File: src/rtl/lcd_spi_arbiter.sv
// Round-robin arbiter that lends one shared SPI master to three LCD byte-burst requesters.
// A granted requester keeps ownership until its burst ends, it releases early, or the link stalls.
module lcd_spi_arbiter #(
  parameter logic [31:0] TIMEOUT = 32'd400000000,
  parameter int          TO_W    = 32
) (
  input  logic       i_clk,
  input  logic       i_rst_n,
  input  logic [2:0] i_req,
  input  logic [7:0] i_data0,
  input  logic [7:0] i_data1,
  input  logic [7:0] i_data2,
  input  logic [2:0] i_dc,
  input  logic [2:0] i_last,
  output logic [2:0] o_grant,
  output logic [2:0] o_ack,
  output logic       o_spi_start,
  output logic [7:0] o_spi_data,
  output logic       o_spi_dc,
  input  logic       i_spi_avail,
  input  logic       i_spi_busy,
  output logic       o_active,
  output logic       o_err
);

  typedef enum logic [1:0] {
    S_IDLE  = 2'd0,
    S_XFER  = 2'd1,
    S_DRAIN = 2'd2
  } state_t;

  localparam logic [TO_W-1:0] TO_LAST = TO_W'(TIMEOUT - 32'd1);
  localparam logic [TO_W-1:0] TO_ONE  = TO_W'(1);

  state_t          r_state;
  state_t          w_nextState;
  logic [2:0]      r_grant;
  logic [2:0]      w_nextGrant;
  logic [1:0]      r_ptr;
  logic [1:0]      w_nextPtr;
  logic [TO_W-1:0] r_cnt;
  logic [TO_W-1:0] w_nextCnt;
  logic            r_err;
  logic            w_nextErr;
  logic [1:0]      w_ownerIdx;
  logic [1:0]      w_ownerNext;
  logic [2:0]      w_pick;
  logic            w_ownerReq;
  logic            w_ownerLast;

  // Search ptr, ptr+1, ptr+2 (mod 3); descending loop lets the nearest candidate win.
  function automatic logic [2:0] rrPick(input logic [2:0] req, input logic [1:0] ptr);
    logic [1:0] idx;
    rrPick = 3'b000;
    for (int j = 2; j >= 0; j--) begin
      idx = 2'((int'(ptr) + j) % 3);
      if (req[idx]) begin
        rrPick = 3'b001 << idx;
      end
    end
  endfunction

  always_comb begin
    w_ownerIdx = 2'd0;
    case (r_grant)
      3'b010:  w_ownerIdx = 2'd1;
      3'b100:  w_ownerIdx = 2'd2;
      default: w_ownerIdx = 2'd0;
    endcase
  end

  assign w_pick      = rrPick(i_req, r_ptr);
  assign w_ownerReq  = i_req[w_ownerIdx];
  assign w_ownerLast = i_last[w_ownerIdx];
  assign w_ownerNext = (w_ownerIdx == 2'd2) ? 2'd0 : w_ownerIdx + 2'd1;

  always_comb begin
    o_spi_start = 1'b0;
    o_spi_data  = 8'h00;
    o_spi_dc    = 1'b0;
    o_ack       = 3'b000;
    if (r_state == S_XFER) begin
      o_spi_start = 1'b1;
      o_spi_dc    = i_dc[w_ownerIdx];
      o_ack       = r_grant & {3{i_spi_avail}};
      case (w_ownerIdx)
        2'd1:    o_spi_data = i_data1;
        2'd2:    o_spi_data = i_data2;
        default: o_spi_data = i_data0;
      endcase
    end
  end

  // A byte accepted in the same cycle the owner drops req is still acked before releasing.
  always_comb begin
    w_nextState = r_state;
    w_nextGrant = r_grant;
    w_nextPtr   = r_ptr;
    w_nextCnt   = r_cnt;
    w_nextErr   = r_err;
    case (r_state)
      S_IDLE: begin
        if (i_req != 3'b000) begin
          w_nextGrant = w_pick;
          w_nextCnt   = '0;
          w_nextState = S_XFER;
        end
      end
      S_XFER: begin
        if (i_spi_avail) begin
          w_nextCnt = '0;
          if (w_ownerLast || !w_ownerReq) begin
            w_nextState = S_DRAIN;
          end
        end else if (!w_ownerReq) begin
          w_nextState = S_DRAIN;
        end else if (r_cnt == TO_LAST) begin
          w_nextErr   = 1'b1;
          w_nextState = S_DRAIN;
        end else begin
          w_nextCnt = r_cnt + TO_ONE;
        end
      end
      S_DRAIN: begin
        if (!i_spi_busy) begin
          w_nextGrant = 3'b000;
          w_nextPtr   = w_ownerNext;
          w_nextState = S_IDLE;
        end
      end
      default: begin
        w_nextState = S_IDLE;
        w_nextGrant = 3'b000;
      end
    endcase
  end

  always_ff @(posedge i_clk or negedge i_rst_n) begin
    if (!i_rst_n) begin
      r_state <= S_IDLE;
      r_grant <= 3'b000;
      r_ptr   <= 2'd0;
      r_cnt   <= '0;
      r_err   <= 1'b0;
    end else begin
      r_state <= w_nextState;
      r_grant <= w_nextGrant;
      r_ptr   <= w_nextPtr;
      r_cnt   <= w_nextCnt;
      r_err   <= w_nextErr;
    end
  end

  assign o_grant  = r_grant;
  assign o_active = (r_state != S_IDLE);
  assign o_err    = r_err;

endmodule

File: config.mk
export PLATFORM = sky130hd
export DESIGN_NAME = lcd_spi_arbiter
export DESIGN_NICKNAME = d
export VERILOG_FILES = /design/src/rtl/lcd_spi_arbiter.sv
export SDC_FILE = /design/constraint.sdc
export NUM_CORES = 1
export LEC_CHECK = 0
export CAP_MARGIN = 20
export CORE_ASPECT_RATIO = 1.5
export CORE_MARGIN = 10
export CORE_UTILIZATION = 47
export CTS_CLUSTER_SIZE = 14
export DETAILED_ROUTE_END_ITERATION = 8
export GPL_TIMING_DRIVEN = 0
export PLACE_DENSITY = 0.84
export SLEW_MARGIN = 20
export SYNTH_ARGS = -nofsm -noshare
export SYNTH_HDL_FRONTEND = slang
export SYNTH_SLANG_ARGS = --single-unit
File: constraint.sdc
create_clock -name i_clk -period 2.2 [get_ports i_clk]
set_input_delay 0.44 -clock i_clk [delete_from_list [all_inputs] [get_ports i_clk]]
set_output_delay 0.44 -clock i_clk [all_outputs]
set_load 0.1 [all_outputs]
Word-level counts from Yosys, hierarchy flattened:

Index checks and enable logic that the tools add are counted.

* add/sub/neg operators: 4
* shifts and indexed selects: 3
* $lt $le $gt $ge: 4
* div/mod/pow operators: 3
* bitwise logic cells: 4
* eq/ne operators: 13
* reduce and logical (&&, ||, !) cells: 11
* mux-type cells: 37

Operators with widths (count)
* 32-bit 2-to-1 mux: 4
* 32-bit by 3-bit remainder unit with 32-bit output (second input constant): 2
* 32-bit one-hot mux with 2 select lines: 1
* 32-bit by 1-bit adder with 32-bit output (second input constant): 1
* 32-bit by 29-bit equality test with 1-bit output (second input constant): 1
* 3-bit by 3-bit remainder unit with 32-bit output (second input constant): 1
* 3-bit 2-to-1 mux: 6
* 8-bit one-hot mux with 2 select lines: 1
* 2-bit 2-to-1 mux: 7
* 1-bit binary-select mux with 2-bit select: 6
* 2-bit by 3-bit less-than comparator with 1-bit output (second input constant): 4
* 4-bit AND reduction: 3
* 3-bit one-hot mux with 3 select lines: 1
* 1-bit by 2-bit left shift with 3-bit output (first input constant): 3
* 1-bit 2-to-1 mux: 8
* 8-bit 2-to-1 mux: 1
* 3-bit inequality test (second input constant): 2
* 2-bit one-hot mux with 3 select lines: 1
* 2-bit by 1-bit equality test with 1-bit output (second input constant): 2
* 2-bit equality test (second input constant): 2
* 2-bit inequality test (second input constant): 2
* 4-bit by 3-bit inequality test with 1-bit output (second input constant): 1
* 2-bit one-hot mux with 2 select lines: 1
* 2-bit nonzero test: 2
* 14 further kinds: 16

* word-level logic and storage cells: 84
* register bits after elaboration: 40

Depth between registers and ports, before layout:

Gate-level depths: netlist of run 1.

* word-level depth: 9
* mapped depth: 8
* mapped depth without buffers: 7

Worst setup path before layout of run 1:

No wires, ideal clock.

* path kind: flip-flop to output port
* start point: register r_grant[2] (netlist: o_grant[2])
* end point: output o_spi_data[0]
* cell stages (with the launch flop): 6
* arrival time: 3.357 ns
* slack: -1.597 ns
* path through: dfrtp_1 -> nor3b_1 -> clkbuf_1 -> nor2_1 -> nand2_1 -> a21oi_1

* word-level cells in the longest chain between the ends: 5
* elaborated cells on any way between the ends: 7

RTL lines
* start, declared: line 37 `logic [2:0] r_grant;`
* start signal, assigned: line 147 `r_grant <= w_nextGrant;`
* 3-bit equality test / 3-bit by 2-bit equality test with 1-bit output (equally long branches): line 65 `case (r_grant)`
* 2-bit one-hot mux with 2 select lines *: line 65
* 2-bit equality test / 2-bit by 1-bit equality test with 1-bit output (equally long branches): line 86 `case (w_ownerIdx)`
* 8-bit one-hot mux with 2 select lines *: line 86
* 8-bit 2-to-1 mux *: line 82 `if (r_state == S_XFER) begin`
* end, declared: line 18 `output logic [7:0] o_spi_data,`

Mark *: on every way between the ends. The rest lies on a longest branch, timed or not.

Worst setup path after layout of run 1:

* start point: register r_grant[1] (netlist: o_grant[1])
* end point: output o_spi_data[4]

Same word-level chain as after synthesis.

==> metrics.md, run 1 <==
| Metric | Value |
|---|---|
| Status | finished with violations |
| Failing checks | setup timing |
| Clk buf depth | 2 |
| RSZ-0062 raised after global routing | yes |
| CP peak stage delay | 520 ps |
| Vias in the first global route | 3,256 |
| Gr usage total | about a fifth |
| Most Crowded Layer GR | met2 |
| Fmax | 0.4346 GHz |
| Hold violation count in the final report | 0 |
| CTS Hold Buffers Added | 0 |
| Routed via count | 3,378 |
| # setup viols final | 12 |
| Ports | 55 |
| Die W | 83.38 um |
| Synth top area share | between 30% and 40% |
| Row count | 34 |
| Logic pwr share | between 60 and 70% |
| Clock Latency Late Sink | 310 ps |
| Gpl congestion | 0.8817 |
| Routed vias/inst | roughly 7 |
| MaxCap Viol Count | 0 |
| Area contributors post-synth | dfrtp_1, nand2_1, nand3_1, nand4_1, o21ai_0 |
| Share of cells above drive strength 1 | between 20 and 30% |
| Worst setup SP type | flop |
| Clock skew | 12.08 ps |
| Die Ht | roughly 120 um |
| Cell Int Power | 2.222 mW |
| Slowest-stage cell, CP | dfrtp_4 |
| PwrDens | 1183 mW/mm^2 |
| Final instance area | 0.004160 sq mm |
| Synthesized cell area | 0.002831 sq mm |
| Worst vdd ir | 0.7166 mV |
| Met3 Track Usage GR | 4.600% |
| Worst Slack Setup Final | -100.8 ps |
| Period minus WS final | 2301 ps |
| Initial core utilization | 48.58% |
| Fill count | approximately 410 |
| Max-slew violation count | 0 |
| CP cell instances | nor3b_4 -> clkbuf_8 -> nor2_4 -> nand2_2 -> a21oi_4 -> buf_12 |
| Pleak | roughly 1.7 nW |
| Most frequent cells in the layout | dfrtp_1, nand2_1, clkdlybuf4s50_1 |
| WP data arrival | roughly 1900 ps |
| Hold slack | 19.58 ps |
| Cts bufs inserted | 5 |
| Post-route insts no fill | 496 |
| Syn avg cell area | 8.328 sq um |
| Yosys warns | 0 |
| Register area share after synthesis | 35.35% |
| Global-route track usage on met1 | 24.14% |
| Die Area | 0.009593 sq mm |
| Netlist cell types | 57 |
| Total grt overflow | 0 |
| Drt first pass iters | 5 |
| CP required | between 1500 and 2000 ps |
| Net Sw Frac | between 50 and 60% |
| Final WL | 10,370 um |
| Area grow syn2layout | 46.93% |
| CTS tree | done |
| Cell taking the most area after synthesis | dfrtp_1 |
| Seq cells post-synth | 40 |
| Worst-Margin Slew | roughly 960 ps |
| Critical path fanouts, max | 6 |
| Post-DRT Antenna Nets | 0 |
| Most common cell after layout, fill and taps aside | dfrtp_1 |
| Post-layout util | 71.38% |
| Htree depth | 2 |
| Clock Tree Root | clkbuf_8 |
| Crit path capture type | primary output |
| CP Class | flop to primary output |
| Cell count after synthesis | 340 |
| DRC errors left | 0 |
| DRT iter0 DRCs | 303 |
| Buffers added on ports | 51 |
| NumNets Final | 465 |
| Initial antenna violation count | 0 |
| Avg WL per Cell | 20.90 um |
| Fraction of registers with async set/reset | 100.0% |
| CTS Sinks | 40 |
| Global-route wire length before repair | between 15,000 and 20,000 um |
| Largest net degree at the start of global routing | 29 |
| ANT cells | 0 |
| Setup tns final | -721.8 ps |
| Placeable Area | 0.005828 sq mm |
| Post-synth EDFFs | 0 |
| Worst slew margin | between 30% and 40% |
| Dpl cell area | 0.003664 sq mm |
| Post-DP HPWL | 6816 um |
| Switch Pwr | 2.699 mW |
| Clk pwr share | 10.4% |
| Synth Net Count | 382 |
| M2 GR Usage | 34.40% |
| Cell count after placement | approximately 460 |
| Period utilization | 104.6% |
| Hold WC Path Type | input port to asynchronous set/reset pin |
| Clock-pin slew on the worst setup and hold paths | roughly 90 ps |
| Ys flop type | dfrtp_1 |
| Sequential share of power | 21.2% |
what timing repair did:
action | CTS | global route
cloned | 3 | 0
endpoints found under the setup margin | 49 | 41
endpoints found under the hold margin | 0 | 0
gates resized for setup | 134 | 32
buffers inserted | 15 | 7
pin swaps | 14 | 16
routing by layer:
metal	routed length [um]	part of all wire, %	vias to the layer above
li1	-	-	1484
met1	4015	39	1575
met5	0	0	-
met2	4863	47	250
met4	468	4.5	0
met3	1019	9.8	69
critical path, delay by kind of cell, from the launching register on:
kind | cells | cell delay, ps
buf+inv | 2 | 350
simple gates | 3 | 520
compound gates | 1 | 160
flops | 1 | 520
area by class of cell:
cell class / count / area, sq um / share of cell area [%]
Tap cell: 72 / 90.09 / 2.165
Buffer: 22 / 133.9 / 3.218
Timing Repair Buffer: 76 / 787.0 / 18.92
Clock inverter: 3 / 18.77 / 0.4511
Sequential cell: 40 / 1016 / 24.42
Clock buffer: 5 / 68.82 / 1.654
Multi-Input combinational cell: 265 / 1993 / 47.91
Inverter: 13 / 52.55 / 1.263
synthesized netlist by cell type, types with 3 or more instances:
| cell type | instances |
|---|---|
| dfrtp_1 | 40 |
| nand2_1 | 38 |
| clkbuf_1 | 21 |
| nand3_1 | 19 |
| o21ai_0 | 17 |
| nor2_1 | 16 |
| nand4_1 | 14 |
| a21oi_1 | 13 |
| a31oi_1 | 13 |
| inv_1 | 13 |
| a22oi_1 | 9 |
| o211ai_1 | 8 |
| and3_1 | 7 |
| nor3_1 | 7 |
| o31a_1 | 7 |
| o311ai_0 | 6 |
| o31ai_1 | 6 |
| ha_1 | 5 |
| mux2i_1 | 5 |
| nor4_1 | 5 |
| or4_1 | 5 |
| a41oi_1 | 4 |
| nand2b_1 | 4 |
| nor2b_1 | 4 |
| and2_1 | 3 |
| nand3b_1 | 3 |
| nor3b_1 | 3 |
| nor4b_1 | 3 |
| o21ai_1 | 3 |
| o41ai_1 | 3 |
| or2_2 | 3 |
kinds of logic (layout without fill, tap and decap cells):
| family | Yosys count | count (layout) | share of synthesized area, % |
|---|---|---|---|
| AND/OR/NAND/NOR | 143 | 144 | 27.75 |
| AO/OA/AOI/OAI | 110 | 110 | 27.66 |
| flip-flops | 40 | 40 | 35.35 |
| buffers and inverters | 36 | 119 | 4.861 |
| multiplexers | 6 | 6 | 2.165 |
| adder cells (fa/ha/maj) | 5 | 5 | 2.209 |
through the flow:
stage / power, mW / worst slack [ps]
finish: 4.921 / -100.8
global route: 5.128 / -166.6
CTS: 4.796 / -125.9
detailed placement: 3.973 / -860.0
global placement: 3.917 / -840.1
floorplan: 3.251 / -129.4
worst paths after layout:
path | startpoint | endpoint | slack, ps | depth (start not counted)
min | i_rst_n | r_cnt[14] | 20 | 1
min in group i_clk | o_err | o_err | 480 | 1
max in group asynchronous | i_rst_n | o_grant[2] | 1690 | 2
min reg2reg | o_err | o_err | 480 | 1
max | o_grant[1] | o_spi_data[4] | -100 | 6
max reg2reg | o_grant[2] | r_cnt[9] | -30 | 8
flip-flops by register name, summed over array words and instances, names as in the netlist:
signal	cells
r_cnt	32
o_grant	3
r_ptr	2
r_state	2
o_err	1
power groups by stage:
stage | combinational, mW | clock, mW | sequential, mW
6_report | 3.37 | 0.510 | 1.04
5_1_grt | 3.53 | 0.535 | 1.06
3_3_place_gp | 2.87 | 0 | 1.05
2_1_floorplan | 2.08 | 0 | 1.17
3_5_place_dp | 2.92 | 0 | 1.05
4_1_cts | 3.26 | 0.505 | 1.03
Note: power is estimated with default switching activity, not from simulation.
==> run 2: changes to the inputs <==
CORE_UTILIZATION = 58   (was 47)
DONT_BUFFER_PORTS = 1   (was default)
==> run 2 against run 1 <==
The run still ends with setup timing left. Sequential power grew 15%. Power shrank 3.3%. First-iteration DRC count grew 2.3%. Maximum frequency shrank 15%. Routed wire length shrank 2.1%. Register-to-register slack lost 190 ps. Non-clock buffer count shrank 46. Critical path depth shrank 1. Critical path type unchanged.
==> metrics.md, run 2 (same netlist as run 1, synthesis figures left out) <==
| Metric | Value |
|---|---|
| Status | finished with violations (unchanged) |
| Failing checks | setup timing (unchanged) |
| Clk buf depth | 2 (unchanged) |
| CTS tree | done (unchanged) |
| Max FFs per register | 32 (unchanged) |
| Share of cells above drive strength 1 | 30.42% (was 28.30%) |
| # setup viols final | 29 (was 12) |
| Largest reg by FF count | r_cnt (unchanged) |
| DRC errors left | 0 (unchanged) |
| NumNets Final | 419 (was 465) |
| Die W | 77.05 um (was 83.38 um) |
| Worst vdd ir | 0.6024 mV (was 0.7166 mV) |
| Dpl cell area | 0.003131 sq mm (was 0.003664 sq mm) |
| CTS Sinks | 40 (unchanged) |
| Cts bufs inserted | 5 (unchanged) |
| Post-layout util | 77.47% (was 71.38%) |
| Ports | 55 (unchanged) |
| Period utilization | 123.1% (was 104.6%) |
| Hold violation count in the final report | 0 (unchanged) |
| Fill count | 339 (was 414) |
| CP required | 1760 ps (about the same) |
| Avg WL per Cell | 22.86 um (was 20.90 um) |
| Post-DP HPWL | 6194 um (was 6816 um) |
| PwrDens | 1287 mW/mm^2 (was 1183 mW/mm^2) |
| Initial core utilization | 59.35% (was 48.58%) |
| Final instance area | 0.003696 sq mm (was 0.004160 sq mm) |
| Worst setup SP type | flop (unchanged) |
| Total grt overflow | 0 (unchanged) |
| Vias in the first global route | 3,181 (was 3,256) |
| Clock-pin slew on the worst setup and hold paths | 80 ps (was 90 ps) |
| Worst-Margin Slew | 1128 ps (was 959.9 ps) |
| Global-route wire length before repair | 16,320 um (was 16,520 um) |
| Post-route insts no fill | 444 (was 496) |
| Max-slew violation count | 0 (unchanged) |
| Pleak | 1.415 nW (was 1.656 nW) |
| Initial antenna violation count | 0 (unchanged) |
| Clock skew | 5.983 ps (was 12.08 ps) |
| Slowest-stage cell, CP | dfrtp_4 (unchanged) |
| MaxCap Viol Count | 0 (unchanged) |
| Die Area | 0.008134 sq mm (was 0.009593 sq mm) |
| Period minus WS final | 2709 ps (was 2301 ps) |
| Post-DRT Antenna Nets | 0 (unchanged) |
| Fmax | 0.3692 GHz (was 0.4346 GHz) |
| WP data arrival | 2270 ps (was 1860 ps) |
| Clock Latency Late Sink | 310 ps (about the same) |
| CP cell instances | nor3b_4 -> clkbuf_8 -> nor2_4 -> nand2_1 -> a21oi_4 (was nor3b_4 -> clkbuf_8 -> nor2_4 -> nand2_2 -> a21oi_4 -> buf_12) |
| Worst Slack Setup Final | -508.9 ps (was -100.8 ps) |
| Die Ht | 105.6 um (was 115.1 um) |
| Routed via count | 3,222 (was 3,378) |
| Row count | 31 (was 34) |
| Hold slack | 376.3 ps (was 19.58 ps) |
| Most common cell after layout, fill and taps aside | nand2_1 (was dfrtp_1) |
| Hold WC Path Type | input port to flop (was input port to asynchronous set/reset pin) |
| Buffers added on ports | 0 (was 51) |
| ANT cells | 0 (unchanged) |
| Critical path fanouts, max | 7 (was 6) |
| DRT iter0 DRCs | 310 (was 303) |
| Worst slew margin | 24.83% (was 36.26%) |
| Routed vias/inst | 7.257 (was 6.810) |
| Htree depth | 2 (unchanged) |
| Drt first pass iters | 5 (unchanged) |
| Crit path capture type | primary output (unchanged) |
| Final WL | 10,150 um (was 10,370 um) |
| Cell count after placement | 406 (was 464) |
| Delay-heaviest family, CP | flip-flops (unchanged) |
| CP bufs+invs | 1 (was 2) |
| Gr usage total | 24.15% (was 20.50%) |
| Gpl congestion | 0.8739 (was 0.8817) |
| Clock Tree Root | clkbuf_8 (unchanged) |
| Area grow syn2layout | 30.53% (was 46.93%) |
| CP peak stage delay | 650 ps (was 520 ps) |
| Overall power | 4.758 mW (was 4.921 mW) |
| CP Class | flop to primary output (unchanged) |
| Most frequent cells in the layout | nand2_1, dfrtp_1, buf_4 (was dfrtp_1, nand2_1, clkdlybuf4s50_1) |
| RSZ-0062 raised after global routing | yes (unchanged) |
| Placeable Area | 0.004771 sq mm (was 0.005828 sq mm) |
| Largest net degree at the start of global routing | 41 (was 29) |
[run 2: changes by cell type in the layout (fill, tap and decap cells not counted), sizes merged]
cell           before  now
buf                39   30
bufinv              0    1
clkbuf             27   26
clkdlybuf4s15       2    0
clkdlybuf4s50      32    0
clkinv              3    1
clkinvlp            1    2
dlygate4sd2         2    0
dlygate4sd3         0    1
dlymetal6s2s        1    0
[run 2: stage by stage]
step,TNS (ps),worst slack [ps]
CTS,-5108,-487.3
floorplan,-1056,-129.4
finish,-6643,-508.9
detailed placement,-13370,-568.8
global route,-9843,-551.6
global placement,-12010,-515.0
[run 2: worst paths after layout]
path                                 start  cells after the start            end  slack (ps)
min in group asynchronous          i_rst_n                      2       r_cnt[8]         620
max in group asynchronous          i_rst_n                      2     o_grant[2]        1360
worst max register to register  o_grant[2]                      8       r_cnt[9]        -220
worst max-delay path            o_grant[1]                      5  o_spi_data[0]        -510
worst min-delay path            i_spi_busy                      3       r_ptr[1]         380
worst min register to register   r_cnt[20]                      1      r_cnt[20]         500
[run 2: layout make-up]
class                           count  area, sq um  area share (%)
Multi-Input combinational cell    265         2048           55.42
Sequential cell                    40         1017           27.52
Timing Repair Buffer               31        251.5           6.804
Buffer                             21        132.6           3.588
Tap cell                           66        82.58           2.234
Clock buffer                        5        68.82           1.862
Inverter                           13        52.55           1.422
Clock inverter                      3        42.54           1.151
[run 2: power by group]
part           leakage (nW)  internal (mW)  switching, mW
combinational         0.825          0.882           2.07
clock                0.0541          0.336          0.279
sequential            0.536          0.871          0.325
total                  1.42           2.09           2.67
[run 2: what timing repair did]
action                                  4_1_cts  5_1_grt
resized for setup                            43       18
endpoints found under the hold margin        40        0
cloned                                        4        1
endpoints found under the setup margin       47       44
hold buffers                                  2        0
buffers inserted                             23        3
pin swaps                                    17       10
[run 2: worst min-delay path, stage by stage]
cell,delay [ps]
nor3b_1,50
nand2_1,60
o21ai_0,70
[run 2: per-layer routing]
| metal | share of wire (%) | up-vias | track usage, % | wire length (um) |
|---|---|---|---|---|
| met1 | 36 | 1516 | 26.68 | 3626 |
| met2 | 50 | 252 | 42.08 | 5057 |
| met4 | 5.0 | 0 | 12.30 | 510 |
| li1 | - | 1396 | - | - |
| met5 | 0 | - | 0 | 0 |
| met3 | 9.4 | 58 | 5.697 | 954 |
==> run 3: changes to the inputs <==
CORE_MARGIN = default   (was 10)
GPL_TIMING_DRIVEN = default   (was 0)
==> run 3 against run 2 <==
The run still ends with setup timing left. Design area rose by 1.8%. Worst setup slack improved by 470 ps. Die area fell by 36%. Clock-buffer cell count rose by 2. Sequential share of layout area fell by 0.61 points. Power rose by 5.3%. Global-route usage rose by 10 points. Via count fell by 3.8%. Worst hold slack got worse by 12 ps. Routed wire length fell by 14%.
==> metrics.md, run 3 (same netlist as run 1, synthesis figures left out) <==
| Metric | Value |
|---|---|
| CTS tree | done (unchanged) |
| Initial antenna violation count | 0 (unchanged) |
| Register area | 0.001012 sq mm (was 0.001017 sq mm) |
| Status | finished with violations (unchanged) |
| DRC errors left | 0 (unchanged) |
| Initial core utilization | 61.33% (was 59.35%) |
| Gr usage total | 34.61% (was 24.15%) |
| Hold WC Path Type | input port to flop (unchanged) |
| Critical path fanouts, max | 14 (was 7) |
| Max FFs per register | 32 (unchanged) |
| MaxCap Viol Count | 0 (unchanged) |
| Buffers added on ports | 0 (unchanged) |
| Fill count | 272 (was 339) |
| Worst setup SP type | flop (unchanged) |
| Row count | 30 (was 31) |
| Largest net degree at the start of global routing | 41 (unchanged) |
| Clock Tree Root | clkbuf_8 (unchanged) |
| Post-route insts no fill | 445 (was 444) |
| Total grt overflow | 0 (unchanged) |
| CP required | 1760 ps (about the same) |
| Die Ht | 87.57 um (was 105.6 um) |
| Final instance area | 0.003761 sq mm (was 0.003696 sq mm) |
| Routed via count | 3,098 (was 3,222) |
| Clock skew | 8.415 ps (was 5.983 ps) |
| Period minus WS final | 2235 ps (was 2709 ps) |
| Setup WS pre-CTS | -53.94 ps (was -568.8 ps) |
| Fmax | 0.4474 GHz (was 0.3692 GHz) |
| Post-DP HPWL | 5888 um (was 6194 um) |
| Die W | 59.05 um (was 77.05 um) |
| NumNets Final | 422 (was 419) |
| Drt first pass iters | 5 (unchanged) |
| # setup viols final | 9 (was 29) |
| Placeable Area | 0.004617 sq mm (was 0.004771 sq mm) |
| Ports | 55 (unchanged) |
| Worst slew margin | 40.62% (was 24.83%) |
| CTS Sinks | 40 (unchanged) |
| Hold slack | 364.4 ps (was 376.3 ps) |
| PwrDens | 1332 mW/mm^2 (was 1287 mW/mm^2) |
| Cell count after placement | 425 (was 406) |
| Vias in the first global route | 2,964 (was 3,181) |
| Worst Slack Setup Final | -35.34 ps (was -508.9 ps) |
| Area grow syn2layout | 32.83% (was 30.53%) |
| Hold violation count in the final report | 0 (unchanged) |
| Worst vdd ir | 0.5592 mV (was 0.6024 mV) |
| Worst-Margin Slew | 890.8 ps (was 1128 ps) |
| Global-route wire length before repair | 13,610 um (was 16,320 um) |
| Max-slew violation count | 0 (unchanged) |
| Failing checks | setup timing (unchanged) |
| DRT iter0 DRCs | 279 (was 310) |
| Post-DRT Antenna Nets | 0 (unchanged) |
| Die Area | 0.005171 sq mm (was 0.008134 sq mm) |
| RSZ-0062 raised after global routing | yes (unchanged) |
| Most frequent cells in the layout | buf_4, nand2_1, dfrtp_1 (was nand2_1, dfrtp_1, buf_4) |
| Period utilization | 101.6% (was 123.1%) |
| Crit path capture type | primary output (unchanged) |
| Gpl congestion | 0.9577 (was 0.8739) |
| Share of cells above drive strength 1 | 28.35% (was 30.42%) |
| CP Class | flop to primary output (unchanged) |
| Htree depth | 2 (unchanged) |
| Dpl cell area | 0.003488 sq mm (was 0.003131 sq mm) |
| Final WL | 8712 um (was 10,150 um) |
| Avg WL per Cell | 19.58 um (was 22.86 um) |
| ANT cells | 0 (unchanged) |
| Pleak | 1.477 nW (was 1.415 nW) |
| Multi-input logic area | 0.001921 sq mm (was 0.002048 sq mm) |
| WP data arrival | 1800 ps (was 2270 ps) |
| Routed vias/inst | 6.962 (was 7.257) |
| Largest reg by FF count | r_cnt (unchanged) |
| Cts bufs inserted | 5 (unchanged) |
| Clock-pin slew on the worst setup and hold paths | 80 ps (about the same) |
| Clk buf depth | 2 (unchanged) |
| Most common cell after layout, fill and taps aside | buf_4 (was nand2_1) |
| Clock Latency Late Sink | 300 ps (was 310 ps) |
[run 3: changes by cell type in the layout (fill, tap and decap cells not counted), moves of 4 or more]
cell      previous run  this run
buf_12               1        12
buf_4               23        41
clkbuf_1             9         0
clkbuf_2             4         0
clkbuf_4             6         0
dfrtp_1             33        37
dfrtp_2              4         0
nand2_2              4         0
o311ai_0             1         6
o311ai_1             5         1
[run 3: report_power, final]
part | total, mW | switching [mW] | internal [mW] | leakage, nW
clock | 0.663 | 0.263 | 0.400 | 0.0645
sequential | 1.04 | 0.169 | 0.870 | 0.542
combinational | 3.31 | 2.16 | 1.15 | 0.870
[run 3: per-stage QoR]
stage	setup TNS [ps]	total power, mW	util [%]
6_report	-173.4	5.009	81.46
3_5_place_dp	-85.41	4.122	75.56
2_1_floorplan	-1056	3.251	-
4_1_cts	-471.2	4.875	80.05
5_1_grt	-693.6	5.220	81.46
3_3_place_gp	0	4.046	75.56
[run 3: cell type report]
cell class	count	share of cell area, %
well taps	64	2.129
repair buffers	55	15.14
flip-flops and latches	40	26.91
clock inverters	1	0.7984
multi-input cells	265	51.06
clock buffers	7	2.562
inverters	13	1.397
[run 3: repair_timing]
| item | 4_1_cts | 5_1_grt |
|---|---|---|
| cloned | 1 | 0 |
| pin swaps | 3 | 3 |
| buffers inserted | 4 | 5 |
| endpoints found under the setup margin | 13 | 16 |
| endpoints found under the hold margin | 40 | 0 |
| hold buffers | 2 | 0 |
| gates resized for setup | 4 | 5 |
[run 3: worst paths after layout]
path,start,endpoint,slack (ps),cells after the start
setup / recovery,o_grant[2],o_spi_data[0],-40,6
min in group asynchronous,i_rst_n,r_ptr[0],610,2
hold / removal,i_spi_busy,r_ptr[1],360,3
max in group asynchronous,i_rst_n,r_cnt[28],1370,2
setup reg to reg,o_grant[2],r_cnt[11],80,8
hold reg to reg,r_cnt[26],r_cnt[26],510,1
[run 3: layer usage]
metal	vias to the layer above	share of wire [%]	GRT usage [%]
li1	1401	-	-
met1	1464	37	37.99
met2	193	51	62.81
met3	40	7.5	4.874
met4	0	4.4	18.83
met5	-	0	0
[run 3: worst max-delay path, stage by stage (launching register included)]
cell and delay, ps:
dfrtp_4 530, nor3b_4 180, buf_12 150, nor2_4 160
nand2_1 120, a21oi_4 160, buf_12 190
